==> src/rtl/threshold_fifo.sv <==
// threshold_fifo: synchronous FIFO with programmable almost-empty/almost-full
// flags, registered read data and a sticky overflow/underflow error flag.
module threshold_fifo #(
  parameter int unsigned FIFO_DEPTH     = 8,
  parameter int unsigned FIFO_WORD_SIZE = 10,
  parameter int unsigned FIFO_PTR_SIZE  = $clog2(FIFO_DEPTH)
) (
  input  logic                      clk,
  input  logic                      reset,
  input  logic                      push,
  input  logic [FIFO_WORD_SIZE-1:0] data_in,
  input  logic                      pop,
  input  logic [FIFO_PTR_SIZE-1:0]  almost_empty_threshold,
  input  logic [FIFO_PTR_SIZE-1:0]  almost_full_threshold,
  output logic [FIFO_WORD_SIZE-1:0] data_out,
  output logic                      valid_out,
  output logic [FIFO_PTR_SIZE:0]    count,
  output logic                      empty,
  output logic                      full,
  output logic                      almost_empty,
  output logic                      almost_full,
  output logic                      error
);

  localparam int unsigned CNT_W = FIFO_PTR_SIZE + 1;
  localparam logic [CNT_W-1:0] DEPTH_CNT = CNT_W'(FIFO_DEPTH);

  logic [FIFO_WORD_SIZE-1:0] mem [FIFO_DEPTH];
  logic [FIFO_PTR_SIZE-1:0]  wr_ptr;
  logic [FIFO_PTR_SIZE-1:0]  rd_ptr;
  logic                      push_accept;
  logic                      pop_accept;

  // Occupancy flags decoded from registered count and the live thresholds
  always_comb begin
    empty        = (count == '0);
    full         = (count == DEPTH_CNT);
    almost_empty = (count <= {1'b0, almost_empty_threshold});
    almost_full  = ((DEPTH_CNT - count) <= {1'b0, almost_full_threshold});
  end

  // A push on a full FIFO is still taken when a pop frees the slot this cycle
  always_comb begin
    pop_accept  = pop && !empty;
    push_accept = push && (!full || pop_accept);
  end

  // Storage array; contents are intentionally not cleared by reset
  always_ff @(posedge clk) begin
    if (!reset && push_accept) begin
      mem[wr_ptr] <= data_in;
    end
  end

  // Pointers and occupancy counter
  always_ff @(posedge clk) begin
    if (reset) begin
      wr_ptr <= '0;
      rd_ptr <= '0;
      count  <= '0;
    end else begin
      if (push_accept) begin
        wr_ptr <= wr_ptr + FIFO_PTR_SIZE'(1);
      end
      if (pop_accept) begin
        rd_ptr <= rd_ptr + FIFO_PTR_SIZE'(1);
      end
      case ({push_accept, pop_accept})
        2'b10:   count <= count + CNT_W'(1);
        2'b01:   count <= count - CNT_W'(1);
        default: count <= count;
      endcase
    end
  end

  // Registered read port; data_out holds its value between pops
  always_ff @(posedge clk) begin
    if (reset) begin
      data_out  <= '0;
      valid_out <= 1'b0;
    end else begin
      valid_out <= pop_accept;
      if (pop_accept) begin
        data_out <= mem[rd_ptr];
      end
    end
  end

  // Sticky error on any rejected push or pop, cleared only by reset
  always_ff @(posedge clk) begin
    if (reset) begin
      error <= 1'b0;
    end else if ((push && !push_accept) || (pop && !pop_accept)) begin
      error <= 1'b1;
    end
  end

endmodule

==> config.mk <==
export PLATFORM = sky130hd
export DESIGN_NAME = threshold_fifo
export DESIGN_NICKNAME = d
export VERILOG_FILES = /design/src/rtl/threshold_fifo.sv
export SDC_FILE = /design/constraint.sdc
export NUM_CORES = 1
export LEC_CHECK = 0
export ABC_CLOCK_PERIOD_IN_PS = 3300
export CAP_MARGIN = 40
export CORE_ASPECT_RATIO = 1.1
export CORE_MARGIN = 5
export CORE_UTILIZATION = 35
export DETAILED_ROUTE_END_ITERATION = 16
export DONT_BUFFER_PORTS = 1
export PLACE_DENSITY_LB_ADDON = 0.12
export SYNTH_ARGS = -nofsm -noshare
export SYNTH_HDL_FRONTEND = slang
export SYNTH_SLANG_ARGS = --single-unit
==> constraint.sdc <==
create_clock -name clk -period 3.3 [get_ports clk]
set_clock_uncertainty 0.1 [all_clocks]
set_input_delay 0.825 -clock clk [delete_from_list [all_inputs] [get_ports clk]]
set_output_delay 0.825 -clock clk [all_outputs]
set_load 0.02 [all_outputs]
## Word level (Yosys, flattened, before mapping)

Memories as Yosys holds them, arrays and structs flattened. A register that Yosys moved wholly into a read port is not among the register bits.
Cells that the tools add are included.

| operators by class | value |
|---|---|
| $add $sub $neg | 5 |
| multipliers | 0 |
| divide/modulo/power cells | 0 |
| $lt $le $gt $ge | 2 |
| eq/ne operators | 3 |
| shift-type cells | 0 |
| mux-type cells | 3 |
| bitwise logic cells | 0 |
| reduce and logical (&&, ||, !) cells | 14 |

Operators by type and width:

| operator | number |
|---|---|
| $le A4 B3 Y1 | 2 |
| $pmux W4 S2 | 1 |
| $add A3 B1 Y3 const B | 2 |
| $logic_and A1 B1 Y1 | 5 |
| $logic_not A1 Y1 | 5 |
| $add A4 B1 Y4 const B | 1 |
| $eq A4 B4 Y1 const B | 1 |
| $logic_not A4 Y1 | 1 |
| $sub A4 B1 Y4 const B | 1 |
| $sub A4 B4 Y4 const A | 1 |
| $eq A2 B1 Y1 const B | 1 |
| $eq A2 B2 Y1 const B | 1 |
| $logic_or A1 B1 Y1 | 2 |
| $mux W1 | 2 |
| $reduce_bool A2 Y1 | 1 |

| storage, ports and cells | value |
|---|---|
| bits in registers | 12 |
| bits in latches | 0 |
| RAM bits | 80 |
| bits in read-only memories | 0 |
| input port bits | 20 |
| output and inout port bits | 20 |
| word-level logic and storage cells | 33 |
| memories kept | 1 |

Memories:

| name | words | width | rd ports | clocked after Yosys merged registers in | write ports | line | RTL |
|---|---|---|---|---|---|---|---|
| mem | 8 | 10 | 1 | 1 | 1 | 28 | `logic [FIFO_WORD_SIZE-1:0] mem [FIFO_DEPTH];` |

## Depth between registers and ports, before layout

| logic depth | value |
|---|---|
| depth after elaboration | 8 |
| gate-level depth with buffers | 12 |
| gate-level depth less buffers | 12 |

## Least setup slack after synthesis

No wires, ideal clock.

| path | value |
|---|---|
| path kind | flip-flop to flip-flop |
| start | register count[0] |
| end | register count[3] |
| setup time | 0.070 ns |
| arrival | 2.677 ns |
| data required time | 3.130 ns |
| path slack | 0.453 ns |
| cell stages (with the launch flop) | 12 |
| buffers on the path | 0 |
| period minus slack after synthesis | 2.847 ns |
| cell sequence | dfxtp_1 -> inv_1 -> ha_1 -> or3b_4 -> nand2_4 -> inv_4 -> ha_1 -> ha_1 -> a21oi_1 -> a21oi_1 -> or4_1 -> a21oi_1 |

| on the way | value |
|---|---|
| longest elaborated chain between the ends | 7 |
| elaborated cells on any way between the ends | 13 |
| classes of those cells | 2 x add/sub; 3 x eq/ne; 1 x mux; 7 x reduce/logical |

Ends and longest elaborated chain:

| element | line | RTL |
|---|---|---|
| start, declared | 17 | `output logic [FIFO_PTR_SIZE:0] count,` |
| start signal, assigned | 69 | `2'b10: count <= count + CNT_W'(1);` |
| start signal, assigned | 70 | `2'b01: count <= count - CNT_W'(1);` |
| start signal, assigned | 71 | `default: count <= count;` |
| $logic_not A4 Y1 (*) | 36 | `empty = (count == '0);` |
| $logic_not A1 Y1 (*) | 44 | `pop_accept = pop && !empty;` |
| $logic_and A1 B1 Y1 (*) | 44 |  |
| net pop_accept | 32 | `logic pop_accept;` |
| $logic_or A1 B1 Y1 | 45 | `push_accept = push && (!full \|\| pop_accept);` |
| $logic_and A1 B1 Y1 | 45 |  |
| $eq A2 B1 Y1 or $eq A2 B2 Y1 (tied branches) | 68 | `case ({push_accept, pop_accept})` |
| $pmux W4 S2 or $reduce_bool A2 Y1 (tied branches) | - |  |

The timed path passes the listed nets; every way through them passes the cells marked *.
A chain may end at the register's enable or synchronous reset.

## Final worst setup path

| path | value |
|---|---|
| start | register count[0] |
| end | output almost_full |

| on the way | value |
|---|---|
| longest elaborated chain between the ends | 2 |

Ends and longest elaborated chain:

| element | line | RTL |
|---|---|---|
| $sub A4 B4 Y4 | 39 | `almost_full = ((DEPTH_CNT - count) <= {1'b0, almost_full_threshold});` |
| $le A4 B3 Y1 | 39 |  |
| end, declared | 21 | `output logic almost_full,` |

No other way between the ends.

==> metrics.md <==
| Metric | Value |
|---|---|
| Cts repair resizes | `0` |
| DRC viols | `0` |
| Die Y | `126 um` |
| Post-synthesis cell type count | `42` |
| R2R setup slack | `420 ps` |
| Final Max Slew Viols | `0` |
| Clk sink count | `102` |
| Peak supply drop | `0.000345 V` |
| Largest net degree at the start of global routing | `21` |
| Met2 usage | `0.206` |
| Syn Nets | `307` |
| Register area share after synthesis | `0.666` |
| Final setup viols | `0` |
| Asr flop ratio synth | `0` |
| Congestion Overflow GR | `0` |
| Critical Path AT | `2030 ps` |
| Wirelength per Cell | `19.4 um` |
| Clock transition at path regs | `70 ps` |
| Avg Cell Area, Syn | `15.6 um2` |
| Crit start category | `flop` |
| Die area | `14,500 um2` |
| Final wirelength | `8.73 mm` |
| Leak | `1.64 nW` |
| Vias in the first global route | `2,332` |
| Placer Congestion | `0.708` |
| FILL cells | `1,126` |
| Post-synth top cells | `80 x edfxtp_1, 26 x nor2_1, 22 x dfxtp_1` |
| Share of the synthesized area in the top cell type | `0.563` |
| Type of the most critical hold path | `flop to flop` |
| Share of layout cells above drive strength 1 | `0.197` |
| Fmax | `339 MHz` |
| CP Class | `flop to primary output` |
| HPWL Detailed | `5.61 mm` |
| Mapped Area | `4270 um2` |
| Global Route Usage Sum | `0.127` |
| Fin util | `0.401` |
| Initial Utilization | `0.356` |
| Vias per cell | `4.96` |
| Clk root buf | `clkbuf_16` |
| DRT antenna net count | `0` |
| Reg2reg path depth | `11` |
| CTS tree | `done` |
| Slew headroom | `0.574` |
| Cell with the most instances after synthesis | `edfxtp_1` |
| Layout net count | `323` |
| Fin. Hold Viols | `0` |
| Min-delay src | `wr_ptr[0]` |
| Worst Hold Depth | `2` |
| Initial antenna violation count | `0` |
| EDFF count, synth | `80` |
| Synth area leaders | `edfxtp_1 56%, dfxtp_1 10%, mux4_2 5.3%` |
| # diodes | `0` |
| Via count | `2,229` |
| MaxCap Viol Count | `0` |
| Syn Inst Count | `274` |
| Flops & latches, synth | `102` |
| Buffers on Ports | `0` |
| Clk_lat worst skew | `340 ps` |
| Longest Clk Path Bufs | `2` |
| CP Capture Type | `primary output` |
| Io pins | `40` |
| Die Wd | `115 um` |
| Yosys top cell by area | `edfxtp_1` |
| Worst-Margin Slew | `639 ps` |
| R2R Path End | `count[3]` |
| Cts hold-fix bufs | `0` |
| Core ar. | `12,000 um2` |
| Most crowded layer after global routing | `met2` |
| CTS Buf Count | `9` |
| Crit path max fanout | `4` |
| Period utilization | `0.895` |
| First-pass GRT wire length | `13.6 mm` |
| 1st-iter DRT viols | `151` |
| Area Growth Syn to Fin | `12.5%` |
| Commonest register cell after synthesis | `edfxtp_1` |
| Status | `finished clean` |
| TNS Setup | `0 ps` |
| H-tree levels | `3` |
| PwrDens | `743 nW/um2` |
| Post-CTS setup buffers | `0` |
| Grt met1 use | `0.165` |
| GRT met3 Usage | `0.0278` |
| DR pass1 iterations | `4` |
| RSZ-0062 raised after global routing | `no` |
| Min-Delay Endpoint | `wr_ptr[0]` |
| Fin crit period | `2950 ps` |
| CP required | `2370 ps` |
| Worst reg2reg startpoint | `count[0]` |
| Num rows | `42` |
| Syn. warnings | `0` |
## cell type report
cell class / count / area (um2) / share of cell area
Clock buffer: 9 / 225 / 0.0469
Timing Repair Buffer: 17 / 128 / 0.0266
Clock inverter: 7 / 53.8 / 0.0112
Sequential cell: 102 / 2840 / 0.593
Inverter: 12 / 47.5 / 0.00991
Tap cell: 154 / 193 / 0.0401
Multi-Input combinational cell: 148 / 1310 / 0.273
## worst max path at each step
stage / startpoint / to / slack (ps) / cells past startpoint
final: count[0] / almost_full / 350 / 8
after global placement: count[0] / count[3] / 500 / 11
after CTS: count[0] / almost_full / 320 / 8
after floorplan: count[0] / count[3] / 450 / 11
after detailed placement: count[0] / count[3] / 430 / 11
after global routing: count[0] / count[3] / 240 / 11
## cells in the final DEF (no fill, tap or decap), drive strengths merged, types with 10 or more instances in the layout
master and n:
buf 17, ha 12, edfxtp 80, a21oi 12
nor2 27, inv 16, mux2i 18, mux4 10
dfxtp 22
## routing by layer
layer	share of wire	vias to the layer above	wire length, um
li1	-	1078	-
met1	0.46	1107	3990
met2	0.49	32	4310
met3	0.033	12	288
met4	0.015	0	131
met5	0	-	0
## logic make-up (layout without fill, tap and decap cells)
kind of cell             count (synthesis)  after routing  synth area share
AO/OA/AOI/OAI                           36             36            0.0660
AND/OR/NAND/NOR                         62             62            0.0833
flip-flops                             102            102             0.666
multiplexers                            30             30             0.100
XOR/XNOR                                 7              7            0.0144
buffers and inverters                   24             45            0.0296
adder cells (fa/ha/maj)                 13             13            0.0399
## where the power goes
| part | switching [mW] | internal, mW |
|---|---|---|
| clock network | 0.474 | 0.521 |
| registers | 0.165 | 1.48 |
| logic | 0.508 | 0.420 |
| total | 1.15 | 2.42 |
## worst max-delay path, cell delays in order, from the launching register on
cell and delay [ps]:
dfxtp_1 330, inv_1 100, ha_1 320, ha_1 290, nor2b_1 130, o21ai_0 140, nand2b_1 80, a21oi_1 150
buf_4 160
## registers in the layout, summed over array words and instances (netlist names)
register	flops
rd_ptr	3
wr_ptr	3
data_out	10
count	4
mem	80
valid_out	1
error	1
## per-stage QoR
stage	worst slack (ps)	std cells	total power, mW	instance area, um2	hold slack, ps
global placement	498	433	2.62	4520	373
detailed placement	435	433	2.62	4520	383
global route	245	449	3.75	4800	413
floorplan	453	274	2.40	4270	362
finish	347	449	3.56	4800	390
CTS	319	449	3.62	4800	394
Power figures use the tool's default switching activity.
